[config.mk]
export PLATFORM = sky130hd
export DESIGN_NAME = cpu_phase_controller
export DESIGN_NICKNAME = d
export VERILOG_FILES = /design/src/rtl/cpu_defs.sv /design/src/rtl/cpu_phase_decode.sv /design/src/rtl/cpu_phase_controller.sv
export SDC_FILE = /design/constraint.sdc
export NUM_CORES = 1
export LEC_CHECK = 0
export CORE_AREA = 4 4 41 43
export CTS_BUF_LIST = sky130_fd_sc_hd__clkbuf_4 sky130_fd_sc_hd__clkbuf_8
export DETAILED_ROUTE_END_ITERATION = 7
export DIE_AREA = 0 0 45 47
export GPL_TIMING_DRIVEN = 0
export PLACE_DENSITY = 0.7
export SETUP_SLACK_MARGIN = 0.4
export SLEW_MARGIN = 20
export SYNTH_ARGS = -nofsm -noshare
export SYNTH_HDL_FRONTEND = slang
export SYNTH_SLANG_ARGS = --single-unit
export TNS_END_PERCENT = 1
[constraint.sdc]
create_clock -name clk -period 2.1 [get_ports clk]
set_clock_uncertainty 0.2 [all_clocks]
set_input_delay 0.525 -clock clk [delete_from_list [all_inputs] [get_ports clk]]
set_output_delay 0.525 -clock clk [all_outputs]
set_load 0.05 [all_outputs]
[src/rtl/cpu_defs.sv]
// Shared CPU definitions: opcode map, phase encoding, strobe bundle, ALU-op helper.
// Used by the phase controller and reused by the IR/ALU for the opcode constants.
package cpu_defs;

    localparam int unsigned OPCODE_W = 3;
    localparam int unsigned PHASE_W  = 3;

    localparam logic [OPCODE_W-1:0] OP_HLT = 3'b000;
    localparam logic [OPCODE_W-1:0] OP_SKZ = 3'b001;
    localparam logic [OPCODE_W-1:0] OP_ADD = 3'b010;
    localparam logic [OPCODE_W-1:0] OP_AND = 3'b011;
    localparam logic [OPCODE_W-1:0] OP_XOR = 3'b100;
    localparam logic [OPCODE_W-1:0] OP_LDA = 3'b101;
    localparam logic [OPCODE_W-1:0] OP_STO = 3'b110;
    localparam logic [OPCODE_W-1:0] OP_JMP = 3'b111;

    // Instruction-cycle phases, in execution order.
    typedef enum logic [PHASE_W-1:0] {
        PH_INST_ADDR  = 3'd0,
        PH_INST_FETCH = 3'd1,
        PH_INST_LOAD  = 3'd2,
        PH_IDLE       = 3'd3,
        PH_OP_ADDR    = 3'd4,
        PH_OP_FETCH   = 3'd5,
        PH_ALU_OP     = 3'd6,
        PH_STORE      = 3'd7
    } phase_e;

    // Datapath control strobes driven by the controller.
    typedef struct packed {
        logic sel;
        logic rd;
        logic ld_ir;
        logic inc_pc;
        logic halt;
        logic ld_pc;
        logic data_e;
        logic ld_ac;
        logic wr;
    } strobe_t;

    // Opcodes whose result comes back through the ALU into the accumulator.
    function automatic logic is_aluop(input logic [OPCODE_W-1:0] op);
        return (op == OP_ADD) || (op == OP_AND) || (op == OP_XOR) || (op == OP_LDA);
    endfunction

endpackage

[src/rtl/cpu_phase_decode.sv]
// Purely combinational map of (phase, opcode, zero, halted) to the strobe vector.
// Ports:
//   i_phase  - current phase register
//   i_opcode - opcode from the instruction register
//   i_zero   - accumulator zero flag (only meaningful in the ALU_OP phase)
//   i_halted - sticky halted flag; forces every strobe except halt low
//   o_strobe - decoded strobe bundle
module cpu_phase_decode
    import cpu_defs::*;
(
    input  logic [PHASE_W-1:0]  i_phase,
    input  logic [OPCODE_W-1:0] i_opcode,
    input  logic                i_zero,
    input  logic                i_halted,
    output strobe_t             o_strobe
);

    logic w_aluop;
    logic w_is_hlt;
    logic w_is_skz;
    logic w_is_sto;
    logic w_is_jmp;

    assign w_aluop  = is_aluop(i_opcode);
    assign w_is_hlt = (i_opcode == OP_HLT);
    assign w_is_skz = (i_opcode == OP_SKZ);
    assign w_is_sto = (i_opcode == OP_STO);
    assign w_is_jmp = (i_opcode == OP_JMP);

    // Phase/opcode decode; anything not set for a phase stays 0.
    always_comb begin
        o_strobe = '0;
        if (i_halted) begin
            o_strobe.halt = 1'b1;
        end else begin
            case (phase_e'(i_phase))
                PH_INST_ADDR: begin
                    o_strobe.sel = 1'b1;
                end
                PH_INST_FETCH: begin
                    o_strobe.sel = 1'b1;
                    o_strobe.rd  = 1'b1;
                end
                PH_INST_LOAD, PH_IDLE: begin
                    o_strobe.sel   = 1'b1;
                    o_strobe.rd    = 1'b1;
                    o_strobe.ld_ir = 1'b1;
                end
                PH_OP_ADDR: begin
                    o_strobe.inc_pc = 1'b1;
                    o_strobe.halt   = w_is_hlt;
                end
                PH_OP_FETCH: begin
                    o_strobe.rd = w_aluop;
                end
                PH_ALU_OP: begin
                    o_strobe.rd     = w_aluop;
                    // SKZ skips the next instruction by bumping the PC a second time.
                    o_strobe.inc_pc = w_is_skz & i_zero;
                    o_strobe.ld_pc  = w_is_jmp;
                    o_strobe.data_e = w_is_sto;
                end
                PH_STORE: begin
                    o_strobe.rd     = w_aluop;
                    o_strobe.ld_ac  = w_aluop;
                    o_strobe.ld_pc  = w_is_jmp;
                    o_strobe.data_e = w_is_sto;
                    o_strobe.wr     = w_is_sto;
                end
                default: begin
                    o_strobe = '0;
                end
            endcase
        end
    end

endmodule

[src/rtl/cpu_phase_controller.sv]
// Central 8-phase instruction sequencer for the 8-bit RISC CPU.
// Holds the phase counter and sticky halted flag; strobes are decoded
// combinationally so that during reset they already show the phase-0 decode.
// Ports:
//   clk, rst_n  - clock, asynchronous active-low reset
//   opcode      - opcode from the instruction register (stable from phase 3)
//   zero        - accumulator zero flag
//   phase       - current phase (observability)
//   sel, rd, ld_ir, inc_pc, halt, ld_pc, data_e, ld_ac, wr - datapath strobes
module cpu_phase_controller
    import cpu_defs::*;
#(
    parameter int unsigned NUM_PHASES = 8
) (
    input  logic       clk,
    input  logic       rst_n,
    input  logic [2:0] opcode,
    input  logic       zero,
    output logic [2:0] phase,
    output logic       sel,
    output logic       rd,
    output logic       ld_ir,
    output logic       inc_pc,
    output logic       halt,
    output logic       ld_pc,
    output logic       data_e,
    output logic       ld_ac,
    output logic       wr
);

    phase_e  r_phase;
    phase_e  w_phase_nxt;
    logic    r_halted;
    logic    w_halted_nxt;
    strobe_t w_strobe;

    // State registers.
    always_ff @(posedge clk or negedge rst_n) begin
        if (!rst_n) begin
            r_phase  <= PH_INST_ADDR;
            r_halted <= 1'b0;
        end else begin
            r_phase  <= w_phase_nxt;
            r_halted <= w_halted_nxt;
        end
    end

    // Next state: free-running phase, frozen at OP_ADDR once HLT is seen.
    always_comb begin
        w_phase_nxt  = r_phase;
        w_halted_nxt = r_halted;
        if (!r_halted) begin
            if ((r_phase == PH_OP_ADDR) && (opcode == OP_HLT)) begin
                w_halted_nxt = 1'b1;
            end else begin
                w_phase_nxt = phase_e'(r_phase + 3'd1);
            end
        end
    end

    cpu_phase_decode u_decode (
        .i_phase  (r_phase),
        .i_opcode (opcode),
        .i_zero   (zero),
        .i_halted (r_halted),
        .o_strobe (w_strobe)
    );

    assign phase  = r_phase;
    assign sel    = w_strobe.sel;
    assign rd     = w_strobe.rd;
    assign ld_ir  = w_strobe.ld_ir;
    assign inc_pc = w_strobe.inc_pc;
    assign halt   = w_strobe.halt;
    assign ld_pc  = w_strobe.ld_pc;
    assign data_e = w_strobe.data_e;
    assign ld_ac  = w_strobe.ld_ac;
    assign wr     = w_strobe.wr;

    // Structural invariants of the strobe set.
    a_rd_wr_excl: assert property (@(posedge clk) disable iff (!rst_n) !(rd && wr));
    a_pc_excl:    assert property (@(posedge clk) disable iff (!rst_n) !(ld_pc && inc_pc));
    a_wr_phase:   assert property (@(posedge clk) disable iff (!rst_n) wr |-> (r_phase == PH_STORE));
    a_phase_rng:  assert property (@(posedge clk) disable iff (!rst_n) (32'(r_phase) < NUM_PHASES));

endmodule

# Yosys cells after proc, flatten, opt, wreduce, memory -nomap -nowiden
# Index checks and enable logic that the tools add are counted.
dict set report totals {
  word_cells 44
  inputBits 6
  rom_bits 0
  reg_bits 4
  mem_count 0
  latchBits 0
  out_inout_bits 12
  ram_bits 0
}
dict set report op_classes {
  muxes 12
  div_mod_pow 0
  shift 0
  mul 0
  bitwise_logic 3
  reduce_logical 12
  magnitude_cmp 0
  add_sub_neg 1
  n_eq_ne 14
}
# operator count
set ops {}
lappend ops {{$eq A3 B3 Y1 const B} 8}
lappend ops {{$eq A3 B2 Y1 const B} 4}
lappend ops {{$mux W4} 2}
lappend ops {{$eq A3 B1 Y1 const B} 2}
lappend ops {{$logic_not A3 Y1} 2}
lappend ops {{$mux W1} 6}
lappend ops {{$reduce_or A3 Y1} 2}
lappend ops {{$mux W2} 2}
lappend ops {{$pmux W1 S2} 2}
lappend ops {{$reduce_or A2 Y1} 2}
lappend ops {{$reduce_or A4 Y1} 1}
lappend ops {{$add A3 B1 Y3 const B} 1}
lappend ops {{$logic_or A1 B1 Y1} 3}
lappend ops {{$not A1 Y1} 2}
lappend ops {{$reduce_and A2 Y1} 1}
lappend ops {{$and A1 B1 Y1} 1}
lappend ops {{$logic_and A1 B1 Y1} 1}

# Depth between registers and ports, before layout
# Gate-level depths: netlist (run 1).
dict set report logic_depth {
  ltp_word 6
  depth_mapped 5
  mapped_depth_nobuf 5
}

# Cells and area by module
# Synthesis (run 1) repeated with hierarchy kept, for this count alone.
dict set report unflattened {
  cells_unflattened 36
  hier_area_um2 336.6
}
# mod seq_area_each_um2 area_each_um2 cells_per_inst instances
set modules_own_cells {}
lappend modules_own_cells {cpu_phase_controller 100.1 214.0 17 1}
lappend modules_own_cells {cpu_phase_decode 0.0 122.6 19 1}

# Worst setup path after synthesis (run 1)
# OpenSTA, ideal clock, no wires.
dict set report synth_timing {
  kind {register to output}
  start {register r_phase[1], in the netlist phase[1]}
  end {output data_e}
  slack_ns -1.328
  path_stages_with_launch 5
  arrival_time_ns 2.703
  n_path_buf 0
  cell_sequence {dfrtp_1 ha_1 ha_1 a21oi_1 nor4_1}
}
dict set report synth_between {
  elab_chain_len 4
  elab_cells_between_ends 5
  cone_classes {eq/ne (2); mux (2); reduce/logical (1)}
}
# element line
set synth_lines {}
lappend synth_lines {{start, declared} cpu_phase_controller.sv:31} ;# phase_e r_phase;
lappend synth_lines {{start signal, assigned} cpu_phase_controller.sv:43} ;# r_phase <= w_phase_nxt;
lappend synth_lines {{$eq A3 B3 Y1} cpu_phase_decode.sv:36} ;# case (phase_e'(i_phase))
lappend synth_lines {{$reduce_or A2 Y1 (no line) (*)} n/a}
lappend synth_lines {{$mux W2 (*)} cpu_phase_decode.sv:36}
lappend synth_lines {{$mux W4 (*)} cpu_phase_decode.sv:33} ;# if (i_halted) begin
lappend synth_lines {{end, declared} cpu_phase_controller.sv:26} ;# output logic data_e,
# Mark *: on every way between the ends. The rest lies on a longest branch, timed or not.

# Worst setup path after layout (run 1)
dict set report layout_timing {
  start {register r_phase[0], in the netlist phase[0]}
  end {output sel}
}
dict set report layout_between {
  elab_chain_len 4
  elab_cells_between_ends 7
  cone_classes {eq/ne (3); mux (2); reduce/logical (2)}
}
# element line
set layout_lines {}
lappend layout_lines {{$eq A3 B1 Y1 (tied with other cells)} cpu_phase_decode.sv:36}
lappend layout_lines {{$reduce_or A4 Y1 (no line) (*)} n/a}
lappend layout_lines {{$mux W1 (*)} cpu_phase_decode.sv:36}
lappend layout_lines {{$mux W4 (*)} cpu_phase_decode.sv:33}
lappend layout_lines {{end, declared} cpu_phase_controller.sv:20} ;# output logic sel,
# Marks and branches as above.

==> results of run 1 <==
==> timing repair <==
item	4_1_cts	5_1_grt
resized for setup	76	2
setup endpoints to repair	16	14
setup buffers	2	0
pin swaps	5	0
==> sequential cells by signal (all words and copies together) (netlist names) <==
signal / cells
phase: 3
r_halted: 1
==> layer usage <==
layer,global-route usage,vias to the layer above,routed length (um)
li1,-,192,-
met1,0.138,176,415
met2,0.203,14,559
met3,0.0153,0,62
met4,0.0702,0,0
met5,0,-,0
==> worst max-delay path, cell delays in order, from the launching register on <==
cell and delay, ns:
dfrtp_4 0.48, inv_4 0.06, ha_4 0.19, or3_1 0.37, a21oi_2 0.15, nor2_2 0.05, buf_6 0.16
==> per-stage QoR <==
stage	setup TNS [ns]	setup WS [ns]	utilization
finish	-2.21	-0.328	0.605
global route	-2.95	-0.397	0.605
floorplan	-1.76	-0.272	-
CTS	-2.35	-0.323	0.602
detailed placement	-8.23	-1.15	0.519
global placement	-8.11	-1.15	0.519
==> placed cells by master, fill, tap and decap left out, types with 3 or more instances in the layout <==
| cell | instances |
|---|---|
| buf_6 | 8 |
| ha_4 | 3 |
| ha_2 | 3 |
| nor2_2 | 3 |
| nor4_4 | 3 |
| clkbuf_4 | 4 |
| dlygate4sd2_1 | 6 |
==> cells by family (layout without fill, tap and decap cells) <==
group | Yosys count | after routing | synth area share
simple gates | 13 | 13 | 0.228
compound gates | 9 | 9 | 0.151
fa+ha+maj | 6 | 6 | 0.201
buf+inv | 6 | 29 | 0.0638
flops | 4 | 4 | 0.268
xor+xnor | 2 | 2 | 0.0470
mux | 1 | 1 | 0.0403
==> synthesized netlist by cell type, drive strengths merged <==
cell | instances | area (um2)
nor4 | 3 | 18.8
ha | 6 | 75.1
nor3 | 1 | 5.00
o21ai | 3 | 15.0
dfrtp | 4 | 100
nor4b | 2 | 30.0
a21oi | 4 | 23.8
nand2b | 1 | 6.26
buf | 1 | 5.00
nor2 | 4 | 15.0
or3 | 1 | 6.26
inv | 5 | 18.8
xnor2 | 2 | 17.5
a41oi | 1 | 8.76
mux2 | 1 | 15.0
nand2 | 1 | 3.75
a311oi | 1 | 8.76
==> final cells by class <==
class	instances	area, um2	share of cell area
Timing Repair Buffer	19	189	0.240
Buffer	1	5.00	0.00636
Tap cell	15	18.8	0.0238
Clock buffer	4	30.0	0.0382
Sequential cell	4	106	0.135
Multi-Input combinational cell	31	417	0.529
Inverter	5	21.3	0.0270
==> worst min path at each step <==
| stage | to | slack [ns] | depth (start not counted) |
|---|---|---|---|
| after floorplan | phase[1] | 0.03 | 0 |
| after global placement | phase[1] | 0.42 | 1 |
| after detailed placement | phase[1] | 0.42 | 1 |
| after CTS | phase[0] | 0.27 | 1 |
| after global routing | phase[0] | 0.27 | 1 |
| final | phase[0] | 0.28 | 1 |
==> out/qor.txt, run 1 <==
Status - finished with violations
Failing checks - setup timing
CTS tree - done
Hpwl dp - 790 um
DRT Pass-1 Iters - 2
First-pass GRT wire length - 1800 um
Tot GR Track Use - 0.117
CTS max path bufs - 2
Vias per cell - 4.84
Post-Syn Area - 373 um2
Max FO, Critical Path - 6
Fin. Hold Viols - 0
Hold-fix buffers at CTS - 0
CTS H-Tree Depth - 1
Worst-Margin Slew - 0.495 ns
Post-route DRC - 0
WS Path Type - reg2out
Post-synthesis sequential area ratio - 0.268
Max Clock Freq - 0.412 GHz
HP Class - in2async
CP Capture Point - sel
Placed Area - 676 um2
Final wirelength - 1040 um
Fin worst setup slack - -0.328 ns
Synthesized netlist cell count - 41
Critical Path AT - 1.70 ns
Final Cell Area - 787 um2
Yosys reg bits - 4
Boundary pin count - 18
Largest net degree at the start of global routing - 11
IO buf count - 17
Worst-path clk slew - 0.04 ns
Fin crit share - 1.16
Die area - 2120 um2
Initial DRC Count - 1
Clk root buf - clkbuf_4
Vias in the first global route - 400
Reg-to-reg slack, setup - 0.17 ns
Row cnt - 13
Worst flop-to-flop path endpoint - phase[1]
Tmin final - 2.43 ns
Worst hold slack - 0.280 ns
Placed cells - 73
Final setup viols - 9
DR vias - 382
Syn. warnings - 0
Worst slew margin - 0.672
Cells on worst reg2reg path - 6
Startpoint Class - flop
Mapped Nets - 53
Initial antenna violation count - 0
Worst setup EP type - output pin
Post-route ant nets - 0
Global route total overflow - 0
Die extent in y - 47 um
CORE AREA - 1300 um2
Clk_lat worst skew - 0.24 ns
GP Congestion - 0.693
Crit path launch - phase[0]
Antenna Cells - 0
Net total in the final layout - 77
Critical R2R Launch - phase[0]
Slew Limit Fails - 0
Width of the die - 45 um
Fillers - 129
DR WL/cell - 13.1 um
Initial Utilization - 0.287
Synth unique cells - 19
Required time of the critical path - 1.37 ns
Layout cells sized above 1 - 0.688
RSZ-0062 raised after global routing - yes
Syn-to-layout area delta - 111%
Final non-filler cell total - 79
Clock sinks - 4
Max-Cap Viols - 0
Mean area per synthesized cell - 9.09 um2
Number of buffers created by CTS - 3
Power of run 1 is left out: the tool's default activity adds up to more than one toggle a clock period on the data nets, which glitch-free logic cannot reach.
==> run 2: changes to the inputs <==
--- a/config.mk
+++ b/config.mk
@@ -5,6 +5,7 @@
 export SDC_FILE = /design/constraint.sdc
 export NUM_CORES = 1
 export LEC_CHECK = 0
+export CAP_MARGIN = 15
 export CORE_AREA = 4 4 41 43
 export CTS_BUF_LIST = sky130_fd_sc_hd__clkbuf_4 sky130_fd_sc_hd__clkbuf_8
 export DETAILED_ROUTE_END_ITERATION = 7
==> results of run 2 <==
Final layout, timing and power as in run 1 (identical DEF).
Power of run 2 is left out for the same reason.
==> run 3: changes to the inputs <==
--- a/config.mk
+++ b/config.mk
@@ -10,7 +10,6 @@
 export CTS_BUF_LIST = sky130_fd_sc_hd__clkbuf_4 sky130_fd_sc_hd__clkbuf_8
 export DETAILED_ROUTE_END_ITERATION = 7
 export DIE_AREA = 0 0 45 47
-export GPL_TIMING_DRIVEN = 0
 export PLACE_DENSITY = 0.7
 export SETUP_SLACK_MARGIN = 0.4
 export SLEW_MARGIN = 20
==> run 3 against run 2 <==
  * The flow still finishes with violations (setup timing)
  * Core utilization grew 15 points
  * First-iteration DRC count shrank 100%
  * Sequential cell count is the same
  * Global-route usage grew 2.8 points
  * Cell area grew 24%
  * Critical path depth grew 1
  * Critical path type unchanged
  * Highest routed layer is now met4
==> out/qor.txt, run 3 (synthesized netlist as in run 1, its figures left out) <==
Status - finished with violations
Failing checks - setup timing
DRT Pass-1 Iters - 1
Pwr Density - 1800 nW/um2
IO buf count - 17
Tot GR Track Use - 0.145
Clk root buf - clkbuf_4
Fillers - 94
Hold-fix buffers at CTS - 0
Boundary pin count - 18
Top sig layer - met4
Number of buffers created by CTS - 3
GP Congestion - 0.714
CTS max path bufs - 2
Clk_lat worst skew - 0.24 ns
CTS tree - done
Clock share of power - 0.067
Die extent in y - 47 um
Multi-input gate area - 433 um2
Worst setup EP type - output pin
CTS H-Tree Depth - 1
Hpwl dp - 937 um
Vias in the first global route - 489
DR vias - 437
Global route total overflow - 0
Met3 wire length - 67 um
Initial DRC Count - 0
Fin. Hold Viols - 0
Slew Limit Fails - 0
Fin crit share - 1.18
Comb pwr share - 0.821
Width of the die - 45 um
DR WL met2 - 695 um
WL met1 - 500 um
Max VDD drop - 1140 uV
Post-route ant nets - 0
Setup bufs post-CTS - 0
Most frequent cells in the layout - buf_4 (15), buf_12 (8), clkbuf_4 (4)
Tmin final - 2.47 ns
Max-Cap Viols - 0
Max FO, Critical Path - 5
Final setup viols - 9
Vias per cell - 4.80
Internal cell power - 898 uW
Sw Ratio - 0.490
RSZ-0062 raised after global routing - yes
First-pass GRT wire length - 2110 um
Layout cells sized above 1 - 0.789
Worst slack, placed - -0.482 ns
Leading cell type in the layout, fill and taps excluded - buf_4
Syn-to-layout area delta - 162%
Worst slew margin - 0.795
Die area - 2120 um2
Post-route DRC - 0
Worst-path clk slew - 0.04 ns
Row cnt - 13
Initial Utilization - 0.287
Largest net degree at the start of global routing - 7
Number of flip-flops under the largest register name - 3
Net total in the final layout - 89
Final non-filler cell total - 91
Final Cell Area - 977 um2
Clock sinks - 4
Fin worst setup slack - -0.375 ns
Psw - 862 uW
Tot Pwr - 1.76 mW
Placed cells - 87
Placed Area - 853 um2
CORE AREA - 1300 um2
Final wirelength - 1280 um
Startpoint Class - flop
Required time of the critical path - 1.37 ns
Max Clock Freq - 0.404 GHz
Worst-Margin Slew - 0.305 ns
HP Class - in2async
Initial antenna violation count - 0
Critical Path AT - 1.75 ns
Antenna Cells - 0
DR WL/cell - 14.0 um
Leak - 0.402 nW
Register area - 106 um2
Post-layout util - 0.751
WS Path Type - reg2out
Sequential Power Share - 0.111
[run 3: cell count changes in the layout (fill, tap and decap cells not counted), moves of 3 or more]
cell / delta
buf_12: +8
buf_4: +13
buf_6: -5
dlygate4sd2_1: -3
[run 3: worst max-delay path, cell delays in order, from the launching register on]
cell and delay (ns):
dfrtp_2 0.45, inv_1 0.11, ha_2 0.18, buf_4 0.13
nor4_4 0.04, buf_4 0.13, a311oi_4 0.29, buf_12 0.18
[run 3: path summary, 6_finish.rpt]
kind                                from  endpoint  slack [ns]  depth (start not counted)
worst min-delay path               rst_n  phase[0]        0.28                          1
worst max-delay path            phase[1]        rd       -0.37                          7
worst max register to register  phase[0]  phase[1]        0.20                          6
worst min register to register  r_halted  phase[2]        0.42                          2
min in group clk                r_halted  phase[2]        0.42                          2
max in group asynchronous          rst_n  phase[2]        1.23                          1
[run 3: per-layer routing]
| metal | track usage | up-vias |
|---|---|---|
| met5 | 0 | - |
| met1 | 0.143 | 202 |
| met3 | 0.0268 | 2 |
| li1 | - | 217 |
| met2 | 0.268 | 16 |
| met4 | 0.111 | 0 |
[run 3: area by class of cell]
type                       count  share of cell area
multi-input combinational     31               0.443
tap                           15              0.0192
inverter                       5              0.0218
sequential                     4               0.109
clock buffer                   4              0.0307
timing repair buffer          32               0.376
[run 3: metrics by stage]
step                setup TNS (ns)  hold WS, ns
floorplan                    -1.76       0.0294
global placement             -2.89        0.399
detailed placement           -3.08        0.418
CTS                          -2.36        0.280
global route                 -2.93        0.276
finish                       -2.29        0.283
[run 3: what timing repair did]
item | CTS | global route
endpoints found under the setup margin | 14 | 14
pin swaps | 4 | 1
resized for setup | 19 | 5
[run 3: power groups by stage]
stage | Combinational [mW] | Sequential (mW) | Clock (mW)
5_1_grt | 1.52 | 0.202 | 0.133
3_5_place_dp | 1.26 | 0.192 | 0
6_report | 1.45 | 0.196 | 0.119
4_1_cts | 1.39 | 0.197 | 0.125
3_3_place_gp | 1.25 | 0.190 | 0
2_1_floorplan | 0.625 | 0.299 | 0
Power figures use the tool's default switching activity.
